File: src/rtl/des_round_controller_pkg.sv
// Shared types and constants for the DES round controller.
// Contents: FSM state type, default round count and mode encodings.
package des_round_controller_pkg;

    typedef enum logic [1:0] {
        IDLE,
        LOAD,
        ROUND,
        DONE
    } des_ctrl_state_t;

    localparam int unsigned DES_ROUNDS   = 16;
    localparam logic        DES_MODE_ENC = 1'b0;
    localparam logic        DES_MODE_DEC = 1'b1;

endpackage

File: src/rtl/des_round_controller_if.sv
// Request/result handshake bundle between the DES controller and its
// upstream (block source) and downstream (swap/final-permutation) stages.
// Signals:
//   req_valid  upstream has a block ready on the datapath input
//   req_ready  controller accepts the request this cycle
//   req_mode   0 = encrypt, 1 = decrypt, sampled on accept
//   out_valid  final round result is available
//   out_ready  downstream consumes the result
// Modports: master = upstream/downstream side, slave = controller.
interface des_round_controller_if;

    logic req_valid;
    logic req_ready;
    logic req_mode;
    logic out_valid;
    logic out_ready;

    modport master (
        output req_valid,
        output req_mode,
        output out_ready,
        input  req_ready,
        input  out_valid
    );

    modport slave (
        input  req_valid,
        input  req_mode,
        input  out_ready,
        output req_ready,
        output out_valid
    );

endinterface

File: src/rtl/des_round_controller.sv
// Sequencer for the DES round datapath and its subkey source.
// Accepts one block per handshake, pulses des_start/key_load for one cycle,
// holds des_enable for NUM_ROUNDS cycles while driving the subkey index, then
// presents out_valid until downstream takes the result.
// Ports:
//   clk, rst    clock and synchronous active-high reset
//   bus         handshake bundle (slave side)
//   des_start   datapath load pulse
//   des_enable  datapath round enable
//   key_load    key schedule load pulse (same cycle as des_start)
//   key_round   subkey index, reversed for decrypt, 0 outside ROUND
//   busy        high in any state except IDLE
//   abort       only when DES_CTRL_ABORT_EN is defined: drop the current block
// Optional feature macro: DES_CTRL_ABORT_EN.
module des_round_controller
    import des_round_controller_pkg::*;
#(
    parameter int unsigned NUM_ROUNDS = DES_ROUNDS,
    parameter int unsigned CNT_W      = $clog2(NUM_ROUNDS)
) (
    input  logic                 clk,
    input  logic                 rst,
    des_round_controller_if.slave bus,
    output logic                 des_start,
    output logic                 des_enable,
    output logic                 key_load,
    output logic [CNT_W-1:0]     key_round,
    output logic                 busy
`ifdef DES_CTRL_ABORT_EN
    ,
    input  logic                 abort
`endif
);

    localparam logic [CNT_W-1:0] LAST_CNT = CNT_W'(NUM_ROUNDS - 1);

    des_ctrl_state_t  state;
    logic [CNT_W-1:0] round_cnt;
    logic             mode_q;
    logic             abort_hit;

`ifdef DES_CTRL_ABORT_EN
    // Abort has no effect in IDLE, so it can never block a fresh accept there.
    assign abort_hit = abort & (state != IDLE);
`else
    assign abort_hit = 1'b0;
`endif

    always_ff @(posedge clk) begin
        if (rst) begin
            state     <= IDLE;
            round_cnt <= '0;
            mode_q    <= DES_MODE_ENC;
        end else if (abort_hit) begin
            state     <= IDLE;
            round_cnt <= '0;
        end else begin
            case (state)
                IDLE: begin
                    if (bus.req_valid) begin
                        state  <= LOAD;
                        mode_q <= bus.req_mode;
                    end
                end
                LOAD: begin
                    round_cnt <= '0;
                    state     <= ROUND;
                end
                ROUND: begin
                    if (round_cnt == LAST_CNT) begin
                        round_cnt <= '0;
                        state     <= DONE;
                    end else begin
                        round_cnt <= round_cnt + CNT_W'(1);
                    end
                end
                DONE: begin
                    if (bus.out_ready) begin
                        if (bus.req_valid) begin
                            state  <= LOAD;
                            mode_q <= bus.req_mode;
                        end else begin
                            state <= IDLE;
                        end
                    end
                end
                default: state <= IDLE;
            endcase
        end
    end

    // Outputs decode directly from the state register, so start and enable are
    // mutually exclusive by construction.
    assign des_start     = (state == LOAD);
    assign key_load      = (state == LOAD);
    assign des_enable    = (state == ROUND);
    assign bus.out_valid = (state == DONE);
    assign busy          = (state != IDLE);

    // In DONE a request is only taken when the result leaves the same cycle.
    assign bus.req_ready = (state == IDLE) |
                           ((state == DONE) & bus.out_ready & ~abort_hit);

    always_comb begin
        key_round = '0;
        if (state == ROUND) begin
            key_round = (mode_q == DES_MODE_DEC) ? (LAST_CNT - round_cnt) : round_cnt;
        end
    end

endmodule

File: src/flat_wrapper.sv
// flat-port wrapper written by rule: the top's interface ports become plain ports
module des_round_controller_flat import des_round_controller_pkg::*;
#(
    parameter int unsigned NUM_ROUNDS = DES_ROUNDS,
    parameter int unsigned CNT_W      = $clog2(NUM_ROUNDS)
)
  (clk, rst, des_start, des_enable, key_load, key_round, busy, bus_req_valid, bus_req_mode, bus_out_ready, bus_req_ready, bus_out_valid);
  des_round_controller_if bus_i ();
  input  logic clk;
  input  logic rst;
  output logic des_start;
  output logic des_enable;
  output logic key_load;
  output logic [CNT_W-1:0] key_round;
  output logic busy;
  input wire logic [$bits(bus_i.req_valid)-1:0] bus_req_valid;
  input wire logic [$bits(bus_i.req_mode)-1:0] bus_req_mode;
  input wire logic [$bits(bus_i.out_ready)-1:0] bus_out_ready;
  output wire logic [$bits(bus_i.req_ready)-1:0] bus_req_ready;
  output wire logic [$bits(bus_i.out_valid)-1:0] bus_out_valid;
  assign bus_i.req_valid = bus_req_valid;
  assign bus_i.req_mode = bus_req_mode;
  assign bus_i.out_ready = bus_out_ready;
  assign bus_req_ready = bus_i.req_ready;
  assign bus_out_valid = bus_i.out_valid;
  des_round_controller #(.NUM_ROUNDS(NUM_ROUNDS), .CNT_W(CNT_W)) u_core (.clk(clk), .rst(rst), .bus(bus_i), .des_start(des_start), .des_enable(des_enable), .key_load(key_load), .key_round(key_round), .busy(busy));
endmodule
File: config.mk
export PLATFORM = sky130hd
export DESIGN_NAME = des_round_controller_flat
export DESIGN_NICKNAME = d
export VERILOG_FILES = /design/src/rtl/des_round_controller_pkg.sv /design/src/rtl/des_round_controller_if.sv /design/src/rtl/des_round_controller.sv /design/src/flat_wrapper.sv
export SDC_FILE = /design/constraint.sdc
export NUM_CORES = 1
export LEC_CHECK = 0
export CORE_UTILIZATION = 25
export CTS_BUF_LIST = sky130_fd_sc_hd__clkbuf_2 sky130_fd_sc_hd__clkbuf_4 sky130_fd_sc_hd__clkbuf_8
export DETAILED_ROUTE_END_ITERATION = 8
export GPL_TIMING_DRIVEN = 0
export SLEW_MARGIN = 10
export SYNTH_ARGS = -nofsm -noshare
export SYNTH_HDL_FRONTEND = slang
export SYNTH_SLANG_ARGS = --single-unit
File: constraint.sdc
create_clock -name clk -period 2.6 [get_ports clk]
set_clock_uncertainty 0.2 [all_clocks]
set_input_delay 0.78 -clock clk [delete_from_list [all_inputs] [get_ports clk]]
set_output_delay 0.78 -clock clk [all_outputs]
set_load 0.02 [all_outputs]
==> impl_summary.txt, run 1 <==
----------------------------------------------------
[Status]
  Run status ... complete, no violations

[Place]
  Total cell area at the placement stage ... 669 sq um
  Port Buf Inserts ... 13
  HPWL reported at the end of detailed placement ... roughly 760 microns
  Final weighted congestion of routability-driven global placement ... around 0.74
  Placed cells ... 100

[Timing]
  Post-route worst hold slack ... around 0.30 ns
  Unrepaired setup endpoints after global routing ... false
  Total count of max-transition violations in the final report ... 0
  Slew HR ... 0.672
  TNS Setup ... 0 ns
  Final min period ... 2.52 ns
  Endpoints failing hold ... 0
  Slew at the pin closest to its max-slew limit ... 0.492 ns
  Final count of negative-setup-slack endpoints ... 0
  Max Clk Rate ... 397 MHz
  Share of the cycle needed by the critical path after routing ... 0.969

[Routing]
  Final routed wire length divided by cell count ... 9.42 microns
  Final ANT Viol Nets ... 0
  Drt first-iter violations ... 10
  Total Routed Length ... about 1000 microns
  Vias per cell ... 4.33
  Number of iterations in the first detailed-routing pass ... 4
  Total via count in the routed design ... 450
  Count of unresolved DRC violations after routing ... 0

[Power and ir drop]
  Cell internal power dissipation ... 0.000353 W
  Total leakage power ... 0.312 nW
  Proportion of power drawn by the clock network ... 0.188
  Overall Power ... 0.000621 W
  Net switching component of the power ... 0.000268 W
  Total power divided by cell area ... roughly 920 nW/um^2
  Fraction of power spent switching nets ... 0.431
  Worst-case vdd ir drop ... 444 uV
  Combinational Power Share ... 0.571
  Fraction of power consumed by sequential logic ... 0.241

[Logic synthesis]
  Sequential element share of the synthesized area ... 0.276
  Number of library cell types mapped by synthesis ... 26
  Synthesized instance count ... 62
  Yosys reg bits ... 7
  Synthesized area per cell ... 8.19 sq um
  Area of the mapped netlist ... 508 sq um
  Number of warnings issued by yosys ... 0
  Synthesized Nets ... 72

[Critical path]
  Data arrival, critical path ... 1.54 ns
  Critical setup path kind ... in2out
  Largest fanout of any net on the critical path ... 3
  Sort of element at the end of the critical path ... primary output
  Category of the worst setup path launch point ... input port
  Critical Path RT ... roughly 1.6 ns

[GRT]
  Global route total overflow ... 0
  Vias in the first global route ... 376
  Antenna violations before repair ... 0
  Total routing usage reported by global routing ... 0.113
  Maximum number of pins on one net before global-route repair ... 11
  Wire length of the first global-routing pass ... approximately 1.7 mm

[Clock tree]
  Inserted Clock Buffers ... 3
  CTS H-tree depth ... 1
  CTS tree ... built
  Buffers inserted during post-CTS setup optimization ... 0
  Root buffer cell ... clkbuf_4
  Number of sinks driven by the clock tree ... 7
  Clock Pin Slew Worst Setup and Hold Paths ... 0.06 ns
  Clock latency on the worst-skew pair ... 0.26 ns
  Maximum root-to-sink buffer count ... 2
  Quantity of hold-fixing buffers added after cts ... 0

[Finish]
  Nets@finish ... 90
  Number of inserted diodes ... 0
  Non-filler instance count after layout ... 104
  Fill count ... 200
  Final standard cell area without fillers ... a little under 700 sq um
  Area Overhead vs Synth ... 33.3%
  Share of final-layout standard cells stronger than drive strength 1 ... 0.190

[Floorplan]
  Cell row count ... 15
  Area of the die ... ~2200 sq um
  Initial cell density of the core ... 0.279
  X dimension of the die ... roughly 47 microns
  Boundary pin count ... 15
  Die Y ... 47.1 microns
  Core area ... 1820 sq um

[Worst hold path]
  Worst min path class ... reg2reg

[Flow run]
  Number of max-cap violations ... 0

----------------------------------------------------
==> layout make-up <==
| cell class | instances | area (sq um) | share of cell area |
|---|---|---|---|
| multi-input cells | 44 | 323 | 0.477 |
| repair buffers | 13 | 104 | 0.153 |
| plain buffers | 4 | 20.0 | 0.0296 |
| clock buffers | 4 | 30.0 | 0.0444 |
| well taps | 25 | 31.3 | 0.0462 |
| flip-flops and latches | 7 | 143 | 0.211 |
| inverters | 7 | 26.3 | 0.0388 |
==> path summary, 6_finish.rpt <==
| kind | from | end | slack, ns | cells after the start |
|---|---|---|---|---|
| max | bus_out_ready | bus_req_ready | 0.08 | 4 |
| min | u_core.state[1] | u_core.state[1] | 0.30 | 2 |
| max reg2reg | u_core.round_cnt[0] | u_core.state[0] | 0.70 | 4 |
| min reg2reg | u_core.state[1] | u_core.state[1] | 0.30 | 2 |
==> stage by stage <==
step	utilization	setup slack (ns)
6_report	0.372	0.0808
5_1_grt	0.372	0.00606
4_1_cts	0.379	0.00989
3_5_place_dp	0.368	-0.374
3_3_place_gp	0.368	-0.372
2_1_floorplan	-	0.409
==> cells by family after synthesis <==
group / after synthesis / synth area share
AO/OA/AOI/OAI: 11 / 0.140
XOR/XNOR: 4 / 0.0690
adder cells (fa/ha/maj): 5 / 0.123
buffers and inverters: 11 / 0.0887
flip-flops: 7 / 0.276
multiplexers: 3 / 0.0640
AND/OR/NAND/NOR: 21 / 0.239
==> layout by cell type, fill, tap and decap left out, drive strengths merged, types with 2 or more instances in the layout <==
cell	Yosys	routed
nand2	6	6
mux2	2	2
buf	1	2
inv	7	7
dfxtp	7	7
nand3	4	4
a21oi	5	5
ha	5	5
and2	4	4
nand4b	2	2
clkbuf	3	11
xor2	4	4
clkdlybuf4s50	0	7
==> state kept, by name (all words and copies together), names as in the netlist <==
| register | flops |
|---|---|
| u_core.round_cnt | 4 |
| u_core.state | 2 |
| u_core.mode_q | 1 |
==> worst max-delay path, cell delays in order <==
cell and delay, ns:
clkdlybuf4s50_1 0.49, nand2_1 0.06, nand2_1 0.06, buf_2 0.15
==> power by group through the flow <==
stage / registers [W] / logic [W] / clock network (W)
2_1_floorplan: 0.000143 / 0.000249 / 0
3_3_place_gp: 0.000147 / 0.000375 / 0
3_5_place_dp: 0.000148 / 0.000376 / 0
4_1_cts: 0.000148 / 0.000358 / 0.000118
5_1_grt: 0.000155 / 0.000390 / 0.000128
6_report: 0.000150 / 0.000355 / 0.000117
==> per-layer routing <==
layer  vias to the layer above  wire length, microns  part of all wire  track usage
met5                         -                     0                 0            0
met2                        10                   385              0.39        0.142
met1                       195                   524              0.53        0.157
met3                         4                    40             0.041       0.0346
met4                         0                    29             0.030       0.0857
li1                        241                     -                 -            -
==> cell usage after synthesis, drive strengths merged <==
cell	n	area, sq um
dfxtp	7	140
inv	7	26.3
nand2	6	22.5
a21oi	5	25.0
ha	5	62.6
and2	4	25.0
nand3	4	25.0
xor2	4	35.0
clkbuf	3	11.3
mux2	2	22.5
nand4b	2	17.5
a21bo	1	10.0
a21boi	1	7.51
a222oi	1	10.0
a31oi	1	6.26
buf	1	7.51
mux2i	1	10.0
nand2b	1	6.26
nand4	1	6.26
nor2	1	3.75
nor2b	1	6.26
o211ai	1	7.51
o21ai	1	5.00
or3b	1	8.76
==> timing repair <==
item / in CTS / in global routing
resized for setup: 11 / 9
endpoints found under the setup margin: 6 / 6
hold endpoints to repair: 0 / 0
Power figures use the tool's default switching activity.
==> run 2: changes to the inputs <==
--- a/config.mk
+++ b/config.mk
@@ -9,6 +9,7 @@
 export CTS_BUF_LIST = sky130_fd_sc_hd__clkbuf_2 sky130_fd_sc_hd__clkbuf_4 sky130_fd_sc_hd__clkbuf_8
 export DETAILED_ROUTE_END_ITERATION = 8
 export GPL_TIMING_DRIVEN = 0
+export MAX_ROUTING_LAYER = met4
 export SLEW_MARGIN = 10
 export SYNTH_ARGS = -nofsm -noshare
 export SYNTH_HDL_FRONTEND = slang
==> impl_summary.txt, run 2 (synthesis gave the netlist of run 1 again) <==
----------------------------------------------------
[Clock tree]
  Quantity of hold-fixing buffers added after cts ... 0 (unchanged)
  Clock Pin Slew Worst Setup and Hold Paths ... 0.06 ns (about the same)
  Root buffer cell ... clkbuf_4
  Number of sinks driven by the clock tree ... 7 (unchanged)
  CTS tree ... built
  CTS H-tree depth ... 1 (unchanged)
  Maximum root-to-sink buffer count ... 2 (unchanged)
  Clock latency on the worst-skew pair ... 0.26 ns (about the same)
  Inserted Clock Buffers ... 3 (unchanged)
  Buffers inserted during post-CTS setup optimization ... 0 (unchanged)

[Finish]
  Final Util ... 0.372 (unchanged)
  Number of inserted diodes ... 0 (unchanged)
  Area Overhead vs Synth ... 33.3% (unchanged)
  Share of final-layout standard cells stronger than drive strength 1 ... 0.190 (unchanged)
  Flip-flop count of the largest register, all copies and words added ... 4 (unchanged)
  Register name with the most flops ... u_core.round_cnt
  Nets@finish ... 90 (unchanged)
  Fill count ... 200 (unchanged)
  Registers with the most flip-flops ... u_core.round_cnt (4), u_core.state (2), u_core.mode_q (1)
  Commonest cells after routing, fill and taps aside ... inv_1, clkdlybuf4s50_1, nand2_1

[Critical path]
  Critical Path RT ... 1.62 ns (about the same)
  Sort of element at the end of the critical path ... primary output
  Largest fanout of any net on the critical path ... 3 (unchanged)
  Category of the worst setup path launch point ... input port
  Critical setup path kind ... in2out
  Data arrival, critical path ... 1.54 ns (about the same)

[Timing]
  Endpoints failing hold ... 0 (unchanged)
  Slew at the pin closest to its max-slew limit ... 0.492 ns (-0.0000241 ns)
  Max Clk Rate ... 397 MHz (unchanged)
  Slew HR ... 0.672 (about the same)
  Post-route worst hold slack ... 0.304 ns (+0.000114 ns)
  Final min period ... 2.52 ns (unchanged)
  Share of the cycle needed by the critical path after routing ... 0.969 (unchanged)
  TNS Setup ... 0 ns (unchanged)
  Final count of negative-setup-slack endpoints ... 0 (unchanged)
  Unrepaired setup endpoints after global routing ... false
  Total count of max-transition violations in the final report ... 0 (unchanged)

[GRT]
  Maximum number of pins on one net before global-route repair ... 11 (unchanged)
  Top Usage Layer GRT ... met1
  Met1 demand-to-capacity share in global routing ... 0.157 (unchanged)
  Global route total overflow ... 0 (unchanged)
  Met2 GRT Util ... 0.142 (unchanged)
  Total routing usage reported by global routing ... 0.117 (+0.00368)
  Antenna violations before repair ... 0 (unchanged)
  Vias in the first global route ... 376 (unchanged)
  Met3 Use GR ... 0.0346 (unchanged)
  Wire length of the first global-routing pass ... 1.65 mm (-0.42%)

[Floorplan]
  Cell row count ... 15 (unchanged)
  Initial cell density of the core ... 0.279 (unchanged)
  Area of the die ... 2220 sq um (unchanged)
  Die Y ... 47.1 microns (unchanged)
  Boundary pin count ... 15 (unchanged)
  Core area ... 1820 sq um (unchanged)
  X dimension of the die ... 47.1 microns (unchanged)

[Routing]
  Final routed wire length divided by cell count ... 9.42 microns (unchanged)
  Count of unresolved DRC violations after routing ... 0 (unchanged)
  Total Routed Length ... 980 microns (unchanged)
  Number of iterations in the first detailed-routing pass ... 4 (unchanged)
  Total via count in the routed design ... 450 (unchanged)
  Drt first-iter violations ... 10 (unchanged)
  Final ANT Viol Nets ... 0 (unchanged)
  Vias per cell ... 4.33 (unchanged)

[Worst hold path]
  Worst min path class ... reg2reg

[Place]
  Final weighted congestion of routability-driven global placement ... 0.750 (+1.2%)
  HPWL reported at the end of detailed placement ... 761 microns (unchanged)
  Port Buf Inserts ... 13 (unchanged)

[Power and ir drop]
  Overall Power ... 0.000621 W (about the same)
  Worst-case vdd ir drop ... 444 uV (about the same)
  Total leakage power ... 0.312 nW (unchanged)
  Total power divided by cell area ... 917 nW/um^2 (about the same)

[Flow run]
  Number of max-cap violations ... 0 (unchanged)

[Status]
  Run status ... complete, no violations

----------------------------------------------------
## run 2: cell counts in the layout (fill, tap and decap cells not counted)
No cell type changed its count.
## run 2: worst paths after layout
| check | cells past startpoint | to | slack (ns) | start |
|---|---|---|---|---|
| worst max register to register | 4 | u_core.state[0] | 0.70 | u_core.round_cnt[0] |
| worst max-delay path | 4 | bus_req_ready | 0.08 | bus_out_ready |
| worst min register to register | 2 | u_core.state[1] | 0.30 | u_core.state[1] |
| worst min-delay path | 2 | u_core.state[1] | 0.30 | u_core.state[1] |
## run 2: final cells by class
type	instances	area, sq um	area share
Buffer	4	20.0	0.0296
Clock buffer	4	30.0	0.0444
Inverter	7	26.3	0.0388
Multi-Input combinational cell	44	323	0.477
Sequential cell	7	143	0.211
Tap cell	25	31.3	0.0462
Timing Repair Buffer	13	104	0.153
## run 2: report_power, final
part / total (W) / switching, W / internal [W] / leakage (nW)
registers: 0.000150 / 0.0000206 / 0.000129 / 0.0576
logic: 0.000355 / 0.000200 / 0.000155 / 0.236
clock network: 0.000117 / 0.0000472 / 0.0000695 / 0.0184
total: 0.000621 / 0.000268 / 0.000353 / 0.312
## run 2: metrics by stage
| stage | area, sq um | instances | worst slack [ns] |
|---|---|---|---|
| floorplan | 508 | 62 | 0.409 |
| global placement | 669 | 100 | -0.372 |
| detailed placement | 669 | 100 | -0.374 |
| CTS | 691 | 104 | 0.00989 |
| global route | 677 | 104 | 0.00606 |
| finish | 677 | 104 | 0.0808 |
## run 2: worst max-delay path, cell delays in order
cell	delay [ns]
clkdlybuf4s50_1	0.49
nand2_1	0.06
nand2_1	0.06
buf_2	0.15
## run 2: what timing repair did
| item | in CTS | in global routing |
|---|---|---|
| setup endpoints to repair | 6 | 6 |
| resized for setup | 11 | 9 |
| gates cloned | 0 | 0 |
## run 2: routing by layer
| layer | share of wire | vias up |
|---|---|---|
| met5 | 0 | - |
| met4 | 0.032 | 0 |
| met3 | 0.041 | 4 |
| met2 | 0.39 | 10 |
| met1 | 0.53 | 195 |
| li1 | - | 241 |
